[src/rtl/grf_wb_scheduler.sv]
// GRF write-port scheduler: merges W-stage writes with long-latency results through a
// one-entry hold buffer and keeps a pending scoreboard that stalls D on hazards.
module grf_wb_scheduler (
  input  logic        clk,
  input  logic        reset,
  input  logic        w_we,
  input  logic [4:0]  w_a3,
  input  logic [31:0] w_wd,
  input  logic [31:0] w_pc,
  input  logic        lu_issue,
  input  logic [4:0]  lu_issue_rd,
  input  logic        lu_valid,
  output logic        lu_ready,
  input  logic [4:0]  lu_rd,
  input  logic [31:0] lu_wd,
  input  logic [31:0] lu_pc,
  input  logic [4:0]  d_rs,
  input  logic [4:0]  d_rt,
  input  logic [4:0]  d_rd,
  output logic        stall,
  output logic        busy,
  output logic        grf_we,
  output logic [4:0]  grf_a3,
  output logic [31:0] grf_wd,
  output logic [31:0] grf_pc
);

  logic [31:0] pending_q, pending_d;
  logic        hold_valid_q, hold_valid_d;
  logic [4:0]  hold_rd_q, hold_rd_d;
  logic [31:0] hold_wd_q, hold_wd_d;
  logic [31:0] hold_pc_q, hold_pc_d;

  logic w_port;
  logic drain;
  logic accept;

  always_comb begin
    w_port   = w_we && (w_a3 != 5'd0);
    // A W write to $0 leaves the port free, so the hold entry may drain that cycle.
    drain    = !reset && !w_port && hold_valid_q;
    lu_ready = !reset && !hold_valid_q;
    accept   = lu_valid && lu_ready;

    pending_d    = pending_q;
    hold_valid_d = hold_valid_q;
    hold_rd_d    = hold_rd_q;
    hold_wd_d    = hold_wd_q;
    hold_pc_d    = hold_pc_q;

    if (drain) begin
      pending_d[hold_rd_q] = 1'b0;
      hold_valid_d         = 1'b0;
    end
    if (accept) begin
      hold_valid_d = 1'b1;
      hold_rd_d    = lu_rd;
      hold_wd_d    = lu_wd;
      hold_pc_d    = lu_pc;
    end
    // Applied after the clear so a new issue to the draining register wins.
    if (lu_issue && (lu_issue_rd != 5'd0)) begin
      pending_d[lu_issue_rd] = 1'b1;
    end
    pending_d[0] = 1'b0;
  end

  always_comb begin
    grf_we = 1'b0;
    grf_a3 = 5'd0;
    grf_wd = 32'd0;
    grf_pc = 32'd0;
    if (!reset) begin
      if (w_port) begin
        grf_we = 1'b1;
        grf_a3 = w_a3;
        grf_wd = w_wd;
        grf_pc = w_pc;
      end else if (hold_valid_q) begin
        grf_we = 1'b1;
        grf_a3 = hold_rd_q;
        grf_wd = hold_wd_q;
        grf_pc = hold_pc_q;
      end
    end
    stall = !reset && (pending_q[d_rs] || pending_q[d_rt] || pending_q[d_rd]);
    busy  = !reset && ((|pending_q) || hold_valid_q);
  end

  always_ff @(posedge clk) begin
    if (reset) begin
      pending_q    <= 32'd0;
      hold_valid_q <= 1'b0;
      hold_rd_q    <= 5'd0;
      hold_wd_q    <= 32'd0;
      hold_pc_q    <= 32'd0;
    end else begin
      pending_q    <= pending_d;
      hold_valid_q <= hold_valid_d;
      hold_rd_q    <= hold_rd_d;
      hold_wd_q    <= hold_wd_d;
      hold_pc_q    <= hold_pc_d;
    end
  end

endmodule

[config.mk]
export PLATFORM = sky130hd
export DESIGN_NAME = grf_wb_scheduler
export DESIGN_NICKNAME = d
export VERILOG_FILES = /design/src/rtl/grf_wb_scheduler.sv
export SDC_FILE = /design/constraint.sdc
export NUM_CORES = 1
export LEC_CHECK = 0
export BUFFER_PORTS_ARGS = -buffer_cell sky130_fd_sc_hd__buf_2
export CORE_MARGIN = 5
export CORE_UTILIZATION = 44
export CTS_BUF_LIST = sky130_fd_sc_hd__clkbuf_2
export DETAILED_ROUTE_END_ITERATION = 12
export PLACE_DENSITY = 0.75
export SYNTH_ARGS = -nofsm -noshare
export SYNTH_HDL_FRONTEND = slang
export SYNTH_SLANG_ARGS = --single-unit
export TNS_END_PERCENT = 20
[constraint.sdc]
create_clock -name clk -period 5.3 [get_ports clk]
set_input_delay 1.06 -clock clk [delete_from_list [all_inputs] [get_ports clk]]
set_output_delay 1.06 -clock clk [all_outputs]
set_load 0.01 [all_outputs]
Yosys cells after proc, flatten, opt, wreduce, memory -nomap -nowiden --
Cells that the tools add are included.
Cells by class: order comparisons 7, muxes and demuxes 26, bitwise logic cells 3, reduce and logical (&&, ||, !) cells 20
Operator list (count):
- $mux 32 | 8
- $and 32x32->32 | 1
- $not 32->32 | 1
- $or 32x32->32 | 1
- $reduce_or 32->1 | 1
- $lt 5x6->1 const B | 5
- $bmux 1 s5 | 3
- $mux 5 | 3
- $demux 1 s5 | 2
- $ge 5x1->1 const B | 2
- $logic_and 1x1->1 | 10
- $mux 1 | 10
- $reduce_bool 5->1 | 2
- $logic_not 1->1 | 3
- $logic_or 1x1->1 | 3
- $reduce_bool 2->1 | 1
Storage, ports and cells: bits in registers 102, input port bits 163, output and inout bits 73, logic and storage cells 62

Longest topological paths before layout --
Gate-level depths: netlist of the first run.
word-level depth 9, mapped depth 8

Worst setup path after synthesis of the first run --
Ideal clock, no wire load.
path type input port to output port, start input w_a3[0], end output grf_a3[3], arrival 2.446 ns, required time 4.240 ns, path slack 1.794 ns, cell stages on the path 7, cell sequence or4_1 -> o21ai_2 -> and2_1 -> buf_2 -> buf_6 -> buf_6 -> a22o_1
Between the ends: cells in the longest elaborated chain, start to end 4
Ends and longest elaborated chain:
- start, declared | RTL line 7 | input logic [4:0] w_a3,
- $reduce_bool 5->1 | RTL line 39 | w_port = w_we && (w_a3 != 5'd0);
- $logic_and 1x1->1 | RTL line 39
- $mux 5 | RTL line 74 | if (w_port) begin
- $mux 5 | RTL line 73 | if (!reset) begin
- end, declared | RTL line 23 | output logic [4:0] grf_a3,
Every way passes these cells.

Final worst setup path of the first run --
start input w_a3[0], end output grf_pc[20]
Between the ends: cells in the longest elaborated chain, start to end 4
Ends and longest elaborated chain:
- $reduce_bool 5->1 | RTL line 39
- $logic_and 1x1->1 | RTL line 39
- $mux 32 | RTL line 74
- $mux 32 | RTL line 73
- end, declared | RTL line 25 | output logic [31:0] grf_pc
Every way passes these cells.

==> flow_summary.json, run 1 <==
{
  "path_class": "input port to primary output",
  "ys.flop_type": "sky130_fd_sc_hd__dfxtp_1",
  "tritoncts": "done",
  "slew_margin_rel": 0.228,
  "clock_tree_skew_after_final_layout_ps": 31.7,
  "drt_drc_violations_left": 0,
  "min-delay-start": "hold_pc_q[20]",
  "number_of_iterations_in_the_first_detailed_routing_pass": 7,
  "p_leak_nw": 2.88,
  "clkSlewWorstSetupHoldPaths_ps": 260,
  "tightestPinTransition_ps": 1160,
  "worstSkewPairLatency_ps": 550,
  "path_cells": "buf_2, or4_1, o21ai_2, buf_4, and2_2, buf_4, a22o_1, buf_2",
  "cell_depth_of_the_worst_min_delay_path": 2,
  "fill_cells": 1207,
  "min_to": "hold_pc_q[20]",
  "cts_made_buffers": 9,
  "grt_pass1_vias": 5433,
  "cts_buffer_depth": 2,
  "synth_top_cell_area_share": 0.370,
  "seq_area_frac_synth": 0.370,
  "holdCritPathClass": "flop to flop",
  "crit_fanout": 67,
  "final_nets": 1013,
  "iteration_0_drc_count_of_the_detailed_router": 386,
  "die-area_mm2": 0.0148,
  "syn-cell-area_mm2": 0.00547,
  "placement_rows": 40,
  "synth_cells": 654,
  "post_cts_buffers": 0,
  "final.hold.worst_slack_ps": 496,
  "grt_start_max_net_pins": 139,
  "ant_nets": 0,
  "final-hold-violation-count": 0,
  "timing.critical_path.max_delay_family": "buffers and inverters",
  "reg2reg_slack_ps": 3450,
  "post_cts_resized": 0,
  "chipHeight_um": 121,
  "die_w_um": 121,
  "max-vdd-ir-drop_mv": 0.109,
  "critical_path_buf_inv_count": 4,
  "core_area_mm2": 0.0121,
  "crit-reg2reg-capture": "hold_pc_q[26]",
  "start_kind": "input port",
  "groute.usage.overall": 0.234,
  "post_route_cells_drive_above_1_share": 0.329,
  "vias": 5669,
  "synth_top_cells_by_area": "sky130_fd_sc_hd__dfxtp_1 (37%), sky130_fd_sc_hd__a22o_1 (11%), sky130_fd_sc_hd__o21ai_0 (9.2%)",
  "timing.final.max_slew_violations": 0,
  "crit_required_ps": 4240,
  "cp_data_arrival_time_ps": 3180,
  "syn-mean-instance-area_um2": 8.36,
  "met3_wirelength_um": 1640,
  "critPathSlowestCell": "sky130_fd_sc_hd__buf_4",
  "top_metal_used": "met5",
  "cts-hold-fix-buffers": 0,
  "critPathMaxStageDelay_ps": 540,
  "synth-warning-count": 0,
  "clock_tree.root_cell": "sky130_fd_sc_hd__clkbuf_2",
  "first_pass_grt_wire_length_um": 27600,
  "detail_route.vias_per_cell": 5.52,
  "route.detailed.wl_per_inst_um": 17.5,
  "rsz0062_at_grt": "no",
  "fmaxAchievable_mhz": 236,
  "cts-htree-levels": 3,
  "depth_of_the_worst_register_to_register_path": 3,
  "gp_congestion": 0.920,
  "globalRouteOverflowTotal": 0,
  "wl_on_met1_um": 7290,
  "critPathCaptureType": "primary output",
  "period_share": 0.799,
  "synth_top_cells_by_count": "sky130_fd_sc_hd__nand2_1 (107), sky130_fd_sc_hd__dfxtp_1 (101), sky130_fd_sc_hd__o21ai_0 (101)",
  "worstSetupPathDepth": 8,
  "io_buffer_count": 235,
  "synth.ff_latch_count": 101,
  "drt-total-wl_um": 18000,
  "r2r-start": "hold_valid_q",
  "syn2layout_area_growth_pct": 23.4,
  "synth_edf_count": 0,
  "synth_area_leader_cell": "sky130_fd_sc_hd__dfxtp_1",
  "yosysMostFrequentCell": "sky130_fd_sc_hd__nand2_1",
  "power_per_cell_area_mw_per_mm2": 214,
  "run_status": "finished clean",
  "antenna_violations_before_repair": 7,
  "maxCapViolations": 0,
  "fraction_of_synthesis_flops_using_an_asynchronous_set_or_reset_pin": 0,
  "initial_core_util": 0.452,
  "synth.lib_cells_used.distinct": 37,
  "final.setup.tns_ps": 0,
  "layout_min_cycle_time_ps": 4240,
  "clock_sink_count": 101,
  "routed-wl-met2_um": 8640,
  "setup_violations": 0,
  "synth_fp_nets": 817,
  "hpwlAfterDp_um": 13300,
  "io_pins": 236
}
## how the worst max path moves through the flow
| stage | start | end | slack (ps) |
|---|---|---|---|
| global placement | w_a3[0] | grf_pc[24] | 1060 |
| CTS | w_a3[0] | grf_pc[24] | 1070 |
| floorplan | w_a3[0] | grf_a3[3] | 1790 |
| finish | w_a3[0] | grf_pc[20] | 1060 |
| detailed placement | w_a3[0] | grf_pc[20] | 1070 |
| global route | w_a3[0] | grf_wd[8] | 980 |
## worst register-to-register path, stage by stage, from the launching register on
cell	delay [ps]
sky130_fd_sc_hd__dfxtp_1	410
sky130_fd_sc_hd__nor2_1	140
sky130_fd_sc_hd__and2_4	930
sky130_fd_sc_hd__o21ai_0	270
## layer usage
layer / GRT usage / vias up
li1: - / 2742
met3: 0.0816 / 37
met2: 0.377 / 237
met1: 0.283 / 2647
met5: 0 / -
met4: 0.0966 / 6
## cell families (layout without fill, tap and decap cells)
logic type	Yosys count	after routing	synth area share
AO/OA/AOI/OAI	219	219	0.255
buffers and inverters	59	260	0.0506
other	0	4	0
AND/OR/NAND/NOR	246	246	0.227
multiplexers	29	29	0.0975
flip-flops	101	101	0.370
## where the power goes
group / leakage, nW / total [mW] / switching, mW / internal, mW
Combinational: 2.00 / 0.278 / 0.148 / 0.130
Clock: 0.0551 / 0.328 / 0.264 / 0.0637
Sequential: 0.827 / 0.837 / 0.0325 / 0.805
## cell usage in the layout (no fill, tap or decap), types with 6 or more instances in the layout
| cell | netlist | routed |
|---|---|---|
| sky130_fd_sc_hd__buf_2 | 17 | 235 |
| sky130_fd_sc_hd__nand2_1 | 107 | 107 |
| sky130_fd_sc_hd__o21ai_0 | 101 | 101 |
| sky130_fd_sc_hd__dfxtp_1 | 101 | 101 |
| sky130_fd_sc_hd__nand2b_1 | 76 | 76 |
| sky130_fd_sc_hd__a22o_1 | 67 | 67 |
| sky130_fd_sc_hd__a21oi_1 | 37 | 37 |
| sky130_fd_sc_hd__mux4_2 | 19 | 19 |
| sky130_fd_sc_hd__nor2_1 | 16 | 15 |
| sky130_fd_sc_hd__nor2b_1 | 9 | 9 |
| sky130_fd_sc_hd__nor4_1 | 9 | 9 |
| sky130_fd_sc_hd__clkbuf_2 | 0 | 9 |
| sky130_fd_sc_hd__nand4_1 | 7 | 7 |
| sky130_fd_sc_hd__mux2i_1 | 6 | 6 |
| sky130_fd_sc_hd__nand4b_1 | 6 | 6 |
## registers in the layout, summed over array words and instances (netlist names)
| register | flops |
|---|---|
| pending_q | 31 |
| hold_wd_q | 32 |
| hold_pc_q | 32 |
| hold_valid_q | 1 |
| hold_rd_q | 5 |
## final cells by class
type | instances | area, um^2 | share of cell area
Timing Repair Buffer | 240 | 1210 | 0.180
Clock buffer | 9 | 45.0 | 0.00667
Inverter | 4 | 15.0 | 0.00222
Multi-Input combinational cell | 494 | 3180 | 0.471
Tap cell | 168 | 210 | 0.0311
Antenna cell | 4 | 10.0 | 0.00148
Clock inverter | 7 | 51.3 | 0.00760
Sequential cell | 101 | 2020 | 0.300
## through the flow
step	instance area, um^2	setup slack [ps]	total power [mW]	util	cells
finish	6750	1060	1.44	0.557	1027
global route	6750	978	1.52	0.557	1027
CTS	6740	1070	1.45	0.556	1023
detailed placement	6640	1070	1.13	0.548	1007
global placement	6640	1060	1.12	0.548	1007
floorplan	5470	1790	1.00	-	654
No activity file was read; power rests on OpenSTA's default activity.
==> run 2: changes to the inputs <==
- clock period: 5.3 -> 3.9 ns (I/O delays scaled with it)
==> flow_summary.json, run 2 (synthesis gave the netlist of run 1 again) <==
{
  "totalPowerFinal_mw": 1.93,
  "fmaxAchievable_mhz": 291,
  "worstSkewPairLatency_ps": 580,
  "final.hold.worst_slack_ps": 367,
  "final.setup.tns_ps": 0,
  "setup_violations": 0,
  "groute.usage.overall": 0.237,
  "clkSlewWorstSetupHoldPaths_ps": 270,
  "seq_power_share": 0.589,
  "period_share": 0.882,
  "max-vdd-ir-drop_mv": 0.177,
  "maxCapViolations": 0,
  "power.share.clock": 0.215,
  "cts_made_buffers": 9,
  "cts-htree-levels": 3,
  "iteration_0_drc_count_of_the_detailed_router": 328,
  "die_w_um": 121,
  "first_pass_grt_wire_length_um": 27800,
  "post_cts_buffers": 0,
  "cp_data_arrival_time_ps": 2660,
  "crit_fanout": 67,
  "number_of_iterations_in_the_first_detailed_routing_pass": 5,
  "tightestPinTransition_ps": 964,
  "clock_tree_skew_after_final_layout_ps": 24.2,
  "final_cells": 1026,
  "comb_pwr_share": 0.196,
  "highest_count_cells_in_the_layout_ignoring_fill_and_taps": "sky130_fd_sc_hd__buf_2 (235), sky130_fd_sc_hd__nand2_1 (107), sky130_fd_sc_hd__o21ai_0 (101), sky130_fd_sc_hd__dfxtp_1 (101), sky130_fd_sc_hd__nand2b_1 (76)",
  "netSwitchingPower_mw": 0.581,
  "io_pins": 236,
  "proportion_of_total_power_due_to_net_switching": 0.301,
  "post_route_cells_drive_above_1_share": 0.329,
  "vias": 5626,
  "placement_rows": 40,
  "drt-total-wl_um": 18100,
  "slew_margin_rel": 0.356,
  "drt_drc_violations_left": 0,
  "initial_core_util": 0.452,
  "gp_congestion": 0.926,
  "syn2layout_area_growth_pct": 23.5,
  "run_status": "finished clean",
  "final-hold-violation-count": 0,
  "grt_pass1_vias": 5344,
  "cts_buffer_depth": 2,
  "globalRouteOverflowTotal": 0,
  "postLayoutCoreUtil": 0.558,
  "critPathCaptureType": "primary output",
  "detail_route.vias_per_cell": 5.48,
  "rsz0062_at_grt": "no",
  "reg.largest.list": "hold_pc_q (32), hold_wd_q (32), pending_q (31)",
  "tritoncts": "done",
  "ant_nets": 0,
  "hpwlAfterDp_um": 13500,
  "p_int_mw": 1.35,
  "power_per_cell_area_mw_per_mm2": 286,
  "cts-hold-fix-buffers": 0,
  "clock_sink_count": 101,
  "route.detailed.wl_per_inst_um": 17.6,
  "final_nets": 1013,
  "antenna_violations_before_repair": 6,
  "crit_required_ps": 3120,
  "numPlacedInstances": 1007,
  "timing.final.max_slew_violations": 0,
  "most_common_library_cell_in_the_layout_ignoring_fill_and_taps": "sky130_fd_sc_hd__buf_2",
  "post_cts_resized": 0,
  "core_area_mm2": 0.0121,
  "chipHeight_um": 121,
  "holdCritPathClass": "input port to flop",
  "fill_cells": 1179,
  "die-area_mm2": 0.0148,
  "start_kind": "input port",
  "clock_tree.root_cell": "sky130_fd_sc_hd__clkbuf_2",
  "grt_start_max_net_pins": 107,
  "io_buffer_count": 235,
  "layout_min_cycle_time_ps": 3440,
  "path_class": "input port to primary output",
  "p_leak_nw": 2.88
}
## run 2: cell types whose count changed in the layout (fill, tap and decap cells not counted), sizes merged
cell    before  now
clkbuf       9   10
clkinv       4    3
inv          5    4
## run 2: final cells by class
type                            instances  area [um^2]  area share
Clock buffer                           10         50.0     0.00741
Multi-Input combinational cell        494         3180       0.471
Tap cell                              168          210      0.0311
Inverter                                4         15.0     0.00222
Timing Repair Buffer                  240         1240       0.183
Clock inverter                          5         28.8     0.00426
Antenna cell                            4         10.0     0.00148
Sequential cell                       101         2020       0.299
## run 2: power by group through the flow
stage,clock network [mW],registers [mW],logic (mW)
floorplan,0,1.14,0.224
global placement,0,1.16,0.373
detailed placement,0,1.16,0.379
CTS,0.425,1.14,0.380
global route,0.458,1.14,0.419
finish,0.415,1.14,0.379
## run 2: path summary, 6_finish.rpt
check,startpoint,endpoint,slack (ps),cells past startpoint
worst min-delay path,lu_wd[22],hold_wd_q[22],370,3
worst min register to register,hold_pc_q[25],hold_pc_q[25],500,2
worst max-delay path,w_a3[0],grf_pc[2],460,8
worst max register to register,hold_valid_q,pending_q[22],2180,5
## run 2: routing by layer
metal  vias to the layer above  wire [um]  global-route usage
li1                       2745          -                   -
met1                      2587       7080               0.286
met2                       256       8900               0.398
met3                        34       1620              0.0713
met4                         4        442              0.0868
met5                         -         34                   0
## run 2: through the flow
step	setup slack, ps	instance area, um^2
2_1_floorplan	954	5470
6_report	459	6760
4_1_cts	450	6750
3_3_place_gp	463	6670
3_5_place_dp	456	6670
5_1_grt	356	6760
## run 2: critical path: stages
cell	delay [ps]
sky130_fd_sc_hd__buf_2	100
sky130_fd_sc_hd__or4_1	530
sky130_fd_sc_hd__o21ai_2	200
sky130_fd_sc_hd__buf_4	210
sky130_fd_sc_hd__and2_2	180
sky130_fd_sc_hd__buf_12	250
sky130_fd_sc_hd__a22o_1	210
sky130_fd_sc_hd__buf_2	140
